### src/rtl/udma_tx_ch_ctrl.sv
// uDMA TX channel controller: fetches elements from L2 through a single-outstanding
// read port and hands them to the UART peripheral, with a depth-1 queued config.
module udma_tx_ch_ctrl #(
  parameter int L2_WIDTH_NOAL = 19,
  parameter int TRANS_SIZE    = 20,
  parameter int DATA_SIZE     = 32
) (
  input  logic                     sys_clk_i,
  input  logic                     rst_i,
  input  logic [L2_WIDTH_NOAL-1:0] cfg_startaddr_i,
  input  logic [TRANS_SIZE-1:0]    cfg_size_i,
  input  logic [1:0]               cfg_datasize_i,
  input  logic                     cfg_continuous_i,
  input  logic                     cfg_en_i,
  input  logic                     cfg_clr_i,
  output logic                     cfg_en_o,
  output logic                     cfg_pending_o,
  output logic [L2_WIDTH_NOAL-1:0] cfg_curr_addr_o,
  output logic [TRANS_SIZE-1:0]    cfg_bytes_left_o,
  input  logic                     data_req_i,
  output logic                     data_gnt_o,
  output logic [DATA_SIZE-1:0]     data_o,
  output logic                     data_valid_o,
  input  logic                     data_ready_i,
  output logic                     l2_req_o,
  output logic [L2_WIDTH_NOAL-1:0] l2_addr_o,
  input  logic                     l2_gnt_i,
  input  logic [DATA_SIZE-1:0]     l2_rdata_i,
  input  logic                     l2_rvalid_i
);

  typedef enum logic [2:0] {IDLE, WAIT_REQ, L2_REQ, L2_WAIT, DATA_OUT, DRAIN} state_e;

  state_e                   state_q, state_d;
  logic                     en_q, en_d, pend_q, pend_d;
  logic                     cont_q, cont_d, sh_cont_q, sh_cont_d;
  logic [1:0]               ds_q, ds_d, sh_ds_q, sh_ds_d;
  logic [L2_WIDTH_NOAL-1:0] addr_q, addr_d, start_q, start_d, sh_addr_q, sh_addr_d;
  logic [TRANS_SIZE-1:0]    left_q, left_d, size_q, size_d, sh_size_q, sh_size_d;
  logic [DATA_SIZE-1:0]     data_q, data_d, shifted, mask;
  logic [2:0]               step;
  logic [L2_WIDTH_NOAL-1:0] addr_inc;
  logic [TRANS_SIZE-1:0]    left_dec;

  always_ff @(posedge sys_clk_i) begin
    if (rst_i) begin
      state_q   <= IDLE;
      en_q      <= 1'b0;
      pend_q    <= 1'b0;
      cont_q    <= 1'b0;
      sh_cont_q <= 1'b0;
      ds_q      <= '0;
      sh_ds_q   <= '0;
      addr_q    <= '0;
      start_q   <= '0;
      sh_addr_q <= '0;
      left_q    <= '0;
      size_q    <= '0;
      sh_size_q <= '0;
      data_q    <= '0;
    end else begin
      state_q   <= state_d;
      en_q      <= en_d;
      pend_q    <= pend_d;
      cont_q    <= cont_d;
      sh_cont_q <= sh_cont_d;
      ds_q      <= ds_d;
      sh_ds_q   <= sh_ds_d;
      addr_q    <= addr_d;
      start_q   <= start_d;
      sh_addr_q <= sh_addr_d;
      left_q    <= left_d;
      size_q    <= size_d;
      sh_size_q <= sh_size_d;
      data_q    <= data_d;
    end
  end

  assign cfg_en_o         = en_q;
  assign cfg_pending_o    = pend_q;
  assign cfg_curr_addr_o  = addr_q;
  assign cfg_bytes_left_o = left_q;
  assign data_o           = data_q;
  assign data_valid_o     = (state_q == DATA_OUT);
  assign l2_req_o         = (state_q == L2_REQ);
  assign l2_addr_o        = {addr_q[L2_WIDTH_NOAL-1:2], 2'b00};
  assign data_gnt_o       = l2_req_o & l2_gnt_i;

  always_comb begin
    state_d   = state_q;
    en_d      = en_q;
    pend_d    = pend_q;
    cont_d    = cont_q;
    sh_cont_d = sh_cont_q;
    ds_d      = ds_q;
    sh_ds_d   = sh_ds_q;
    addr_d    = addr_q;
    start_d   = start_q;
    sh_addr_d = sh_addr_q;
    left_d    = left_q;
    size_d    = size_q;
    sh_size_d = sh_size_q;
    data_d    = data_q;

    case (ds_q)
      2'd0:    begin step = 3'd1; mask = DATA_SIZE'(8'hFF);   end
      2'd1:    begin step = 3'd2; mask = DATA_SIZE'(16'hFFFF); end
      default: begin step = 3'd4; mask = '1;                  end
    endcase
    shifted  = l2_rdata_i >> {addr_q[1:0], 3'b000};
    addr_inc = addr_q + L2_WIDTH_NOAL'(step);
    left_dec = (left_q > TRANS_SIZE'(step)) ? left_q - TRANS_SIZE'(step) : '0;

    if (cfg_clr_i) begin
      en_d      = 1'b0;
      pend_d    = 1'b0;
      sh_cont_d = 1'b0;
      sh_ds_d   = '0;
      sh_addr_d = '0;
      sh_size_d = '0;
      left_d    = '0;
      // An already granted read must still be swallowed before going idle
      case (state_q)
        L2_REQ:         state_d = l2_gnt_i ? DRAIN : IDLE;
        L2_WAIT, DRAIN: state_d = l2_rvalid_i ? IDLE : DRAIN;
        default:        state_d = IDLE;
      endcase
    end else begin
      if (cfg_en_i && en_q) begin
        sh_addr_d = cfg_startaddr_i;
        sh_size_d = cfg_size_i;
        sh_ds_d   = cfg_datasize_i;
        sh_cont_d = cfg_continuous_i;
        pend_d    = 1'b1;
      end
      case (state_q)
        IDLE: if (cfg_en_i && cfg_size_i != '0) begin
          addr_d  = cfg_startaddr_i;
          start_d = cfg_startaddr_i;
          left_d  = cfg_size_i;
          size_d  = cfg_size_i;
          ds_d    = cfg_datasize_i;
          cont_d  = cfg_continuous_i;
          en_d    = 1'b1;
          state_d = WAIT_REQ;
        end
        WAIT_REQ: if (data_req_i) state_d = L2_REQ;
        L2_REQ:   if (l2_gnt_i) state_d = L2_WAIT;
        L2_WAIT: if (l2_rvalid_i) begin
          data_d  = shifted & mask;
          state_d = DATA_OUT;
        end
        DATA_OUT: if (data_ready_i) begin
          addr_d = addr_inc;
          left_d = left_dec;
          if (left_dec != '0) begin
            state_d = WAIT_REQ;
          end else if (pend_q || cfg_en_i) begin
            // A config arriving on the very last handshake is taken directly
            addr_d  = cfg_en_i ? cfg_startaddr_i  : sh_addr_q;
            start_d = cfg_en_i ? cfg_startaddr_i  : sh_addr_q;
            left_d  = cfg_en_i ? cfg_size_i       : sh_size_q;
            size_d  = cfg_en_i ? cfg_size_i       : sh_size_q;
            ds_d    = cfg_en_i ? cfg_datasize_i   : sh_ds_q;
            cont_d  = cfg_en_i ? cfg_continuous_i : sh_cont_q;
            pend_d  = 1'b0;
            state_d = WAIT_REQ;
          end else if (cont_q) begin
            addr_d  = start_q;
            left_d  = size_q;
            state_d = WAIT_REQ;
          end else begin
            en_d    = 1'b0;
            state_d = IDLE;
          end
        end
        DRAIN:   if (l2_rvalid_i) state_d = IDLE;
        default: state_d = IDLE;
      endcase
    end
  end

endmodule

### config.mk
export PLATFORM = sky130hd
export DESIGN_NAME = udma_tx_ch_ctrl
export DESIGN_NICKNAME = d
export VERILOG_FILES = /design/src/rtl/udma_tx_ch_ctrl.sv
export SDC_FILE = /design/constraint.sdc
export NUM_CORES = 1
export LEC_CHECK = 0
export ABC_AREA = 1
export BUFFER_PORTS_ARGS = -buffer_cell sky130_fd_sc_hd__clkbuf_2
export CORE_UTILIZATION = 40
export DETAILED_ROUTE_END_ITERATION = 8
export SLEW_MARGIN = 5
export SYNTH_ARGS = -nofsm -noshare
export SYNTH_HDL_FRONTEND = slang
export SYNTH_SLANG_ARGS = --single-unit
### constraint.sdc
create_clock -name sys_clk_i -period 3.7 [get_ports sys_clk_i]
set_input_delay 0.37 -clock sys_clk_i [delete_from_list [all_inputs] [get_ports sys_clk_i]]
set_output_delay 0.37 -clock sys_clk_i [all_outputs]
set_load 0.05 [all_outputs]
==> run summary <==
Most used cell, CP: nor2_1
Tmin final: 3.33 ns
Die area: 25500 µm²
Top-area cell type share of the netlist area: 32.1%
Largest net degree at the start of global routing: 55
GRT Total Usage: 25.1%
Iter 0 DRT Violations: 749
WP buf/inv: 2
Die width: 160 µm
Final Setup Violations: 0
Endpoint class of the critical path: flop
Clock latency on the worst-skew pair: 0.43 ns
Post-synthesis xor/xnor area fraction: 1.32%
Final WS setup: 0.369 ns
Max Clk Rate: 300 MHz
Syn. warnings: 0
List of most frequent post-synthesis cells: 407 x nand2_1, 209 x a21oi_1, 194 x nor2_1
Largest stage delay, worst path: 0.33 ns
DR vias: 10722
RSZ-0062 raised after global routing: no
CTS Buf Count: 17
Clock Tree Root: clkbuf_16
Vias per cell: 5.26
Worst hold path type: primary input to flop
Vias in the first global route: 9877
Async S/R FF share, synth: 0%
Final Power: 4.77 mW
TNS Setup: 0 ns
Area Overhead vs Synth: 15.3%
# DRC: 0
Post-synthesis mux area share: 1.64%
Layout cell share with drive strength beyond 1: 15.3%
CP top delay family: simple AND/OR/NAND/NOR gates
Drt total wl: 31.9 mm
Count leader, synth: nand2_1
Number of diodes: 0
Crit path required time: 4.06 ns
Largest family of logic cells by synthesized area: simple AND/OR/NAND/NOR gates
CTS Buffer Depth: 2
Slew @ Worst Pin: 1.06 ns
Global-route wire length before repair: 51.6 mm
Adder-cell share of the synthesized area: 1.16%
CTS tree: yes
Compound-Gate Fraction of Synth Area: 22.9%
Top-level port count: 177
Register area share after synthesis: 32.1%
Die height: 160 µm
CTS Sinks: 160
Area leader, netlist: dfxtp_1
Main synth FF type: dfxtp_1
Core Area: 24400 µm²
H-tree lvl count: 4
Critical-path top delay cell: dfxtp_1
Initial antenna violation count: 1
Final nets: 1792
Max-slew violations: 0
Lkg Pwr: 5.28 nW
Fin util: 47.1%
Critical path class: flop to flop
Number of buffers added on ports: 174
Synth Area in Simple Gates: 30.3%
CTS clk-pin slew, worst paths: 0.06 ns
Period utilization: 90.0%
Detailed Routing Iterations Pass 1: 5
Initial cell density of the core: 40.9%
CP arrival: 3.69 ns
Final GP Congestion: 0.891
CP Launch Type: flop
Total global routing overflow: 0
CP cell instances: nor2_1 -> ha_1 -> fa_1 -> inv_1 -> nand2_1 -> nand2_1 -> nor2_4 -> nor2_1 -> nor2_2 -> nor2_1 -> nor2_1 -> nand2_1 -> nor2_1 -> nand3_1 -> nand2_2 -> buf_12 -> nand3_1 -> a21oi_1
Worst VDD drop: 245 µV
Final Skew: 0.0129 ns
Area contributors post-synth: dfxtp_1 32%, nand2_1 15%, a21oi_1 10%
Rows: 57
Gate Count Post-Synth: 1604
Yosys cell types: 41
Synthesized area: 9960 µm²
Pre-CTS setup slack: 0.247 ns
Final Hold Fails: 0
Max-Cap Viols: 0
Pwr Density: 415 nW/µm²
Post-Syn Area per Cell: 6.21 µm²
WL/cell: 15.6 µm
Final HPWL DP: 21.4 mm
Status: finished, final reports clean
Final ANT Viol Nets: 0
Worst Path Max Fanout: 42
Max-slew headroom: 29.3%
Yosys reg bits: 160
EDFF count, synth: 0
-- metal layers --
| metal | vias up | global-route usage (%) | share of wire (%) |
|---|---|---|---|
| li1 | 5446 | - | - |
| met1 | 4921 | 33.5 | 47 |
| met2 | 318 | 41.5 | 46 |
| met3 | 35 | 4.52 | 5.8 |
| met4 | 2 | 6.32 | 1.4 |
| met5 | - | 0 | 0.053 |
-- area by class of cell --
| cell class | count | area [µm²] |
|---|---|---|
| clock inverters | 13 | 164 |
| repair buffers | 202 | 1100 |
| clock buffers | 17 | 425 |
| inverters | 121 | 457 |
| well taps | 324 | 405 |
| flip-flops and latches | 160 | 3200 |
| fillers | 2657 | 12900 |
| multi-input cells | 1200 | 5740 |
-- metrics by stage --
stage,instance area [µm²],hold slack (ns),cells
after floorplan,9970,0.424,1605
after global placement,10900,0.435,2007
after detailed placement,10900,0.438,2007
after CTS,11500,0.186,2037
after global routing,11500,0.198,2037
final,11500,0.200,2037
-- logic make-up (layout without fill, tap and decap cells) --
family,Yosys count,in the layout
AOI/OAI and AO/OA,419,419
xor gates and xnor gates,15,15
adders and majority gates,8,8
buffers and inverters,245,353
DFF,160,160
muxes,16,16
other,1,2
and+or+nand+nor,740,740
-- path summary, 6_finish.rpt --
path                                           from             to  slack [ns]  depth (start not counted)
worst min-delay path            cfg_startaddr_i[15]  sh_addr_q[15]        0.20                          3
worst max-delay path                        ds_q[0]        ds_q[0]        0.37                         18
worst min register to register        sh_size_q[17]  sh_size_q[17]        0.45                          2
worst max register to register              ds_q[0]        ds_q[0]        0.37                         18
-- sequential cells by signal, indices dropped and copies added, names as in the netlist --
name              cells
cfg_curr_addr_o      19
sh_cont_q             1
sh_addr_q            19
ds_q                  2
start_q              19
cfg_en_o              1
data_o               32
sh_size_q            20
cfg_pending_o         1
cont_q                1
cfg_bytes_left_o     20
state_q               3
size_q               20
sh_ds_q               2
-- report_power, final --
group / total (mW) / leakage [nW] / internal (mW) / switching [mW]
registers: 1.87 / 1.30 / 1.79 / 0.0758
clock network: 1.83 / 0.285 / 1.06 / 0.768
logic: 1.07 / 3.69 / 0.331 / 0.743
total: 4.77 / 5.28 / 3.18 / 1.59
-- worst reg2reg max path: cells and delay by family (launching register included) --
family	cells	cell delay [ns]
DFF	1	0.33
and+or+nand+nor	13	1.96
AOI/OAI and AO/OA	1	0.17
adders and majority gates	2	0.50
buffers and inverters	2	0.30
-- repair_timing --
| action | 4_1_cts | 5_1_grt |
|---|---|---|
| gates resized for setup | 0 | 6 |
| setup buffers | 0 | 0 |
| setup endpoints to repair | 0 | 66 |
| hold buffers | 0 | 0 |
-- placed cells by master (no fill, tap or decap), types with 3 or more instances in the layout --
cell	n
nor2_4	3
ha_1	6
mux2i_1	13
mux2_2	3
inv_1	113
buf_4	26
a22o_1	20
nand3b_1	3
xnor2_1	7
xor2_1	8
o211a_1	10
o211ai_1	6
nand2_2	5
clkinv_2	3
nand4_1	16
nor4_1	3
bufinv_16	3
o22ai_1	3
a31oi_1	4
nor2_2	7
or2_2	7
clkbuf_16	17
nand3_1	94
clkinv_1	4
nor2_1	191
dfxtp_1	160
inv_2	3
clkinv_4	3
a211oi_1	8
a21oi_1	209
o21ai_0	149
o21ai_1	4
nand2_1	406
clkbuf_2	174
Note: power is estimated with default switching activity, not from simulation.
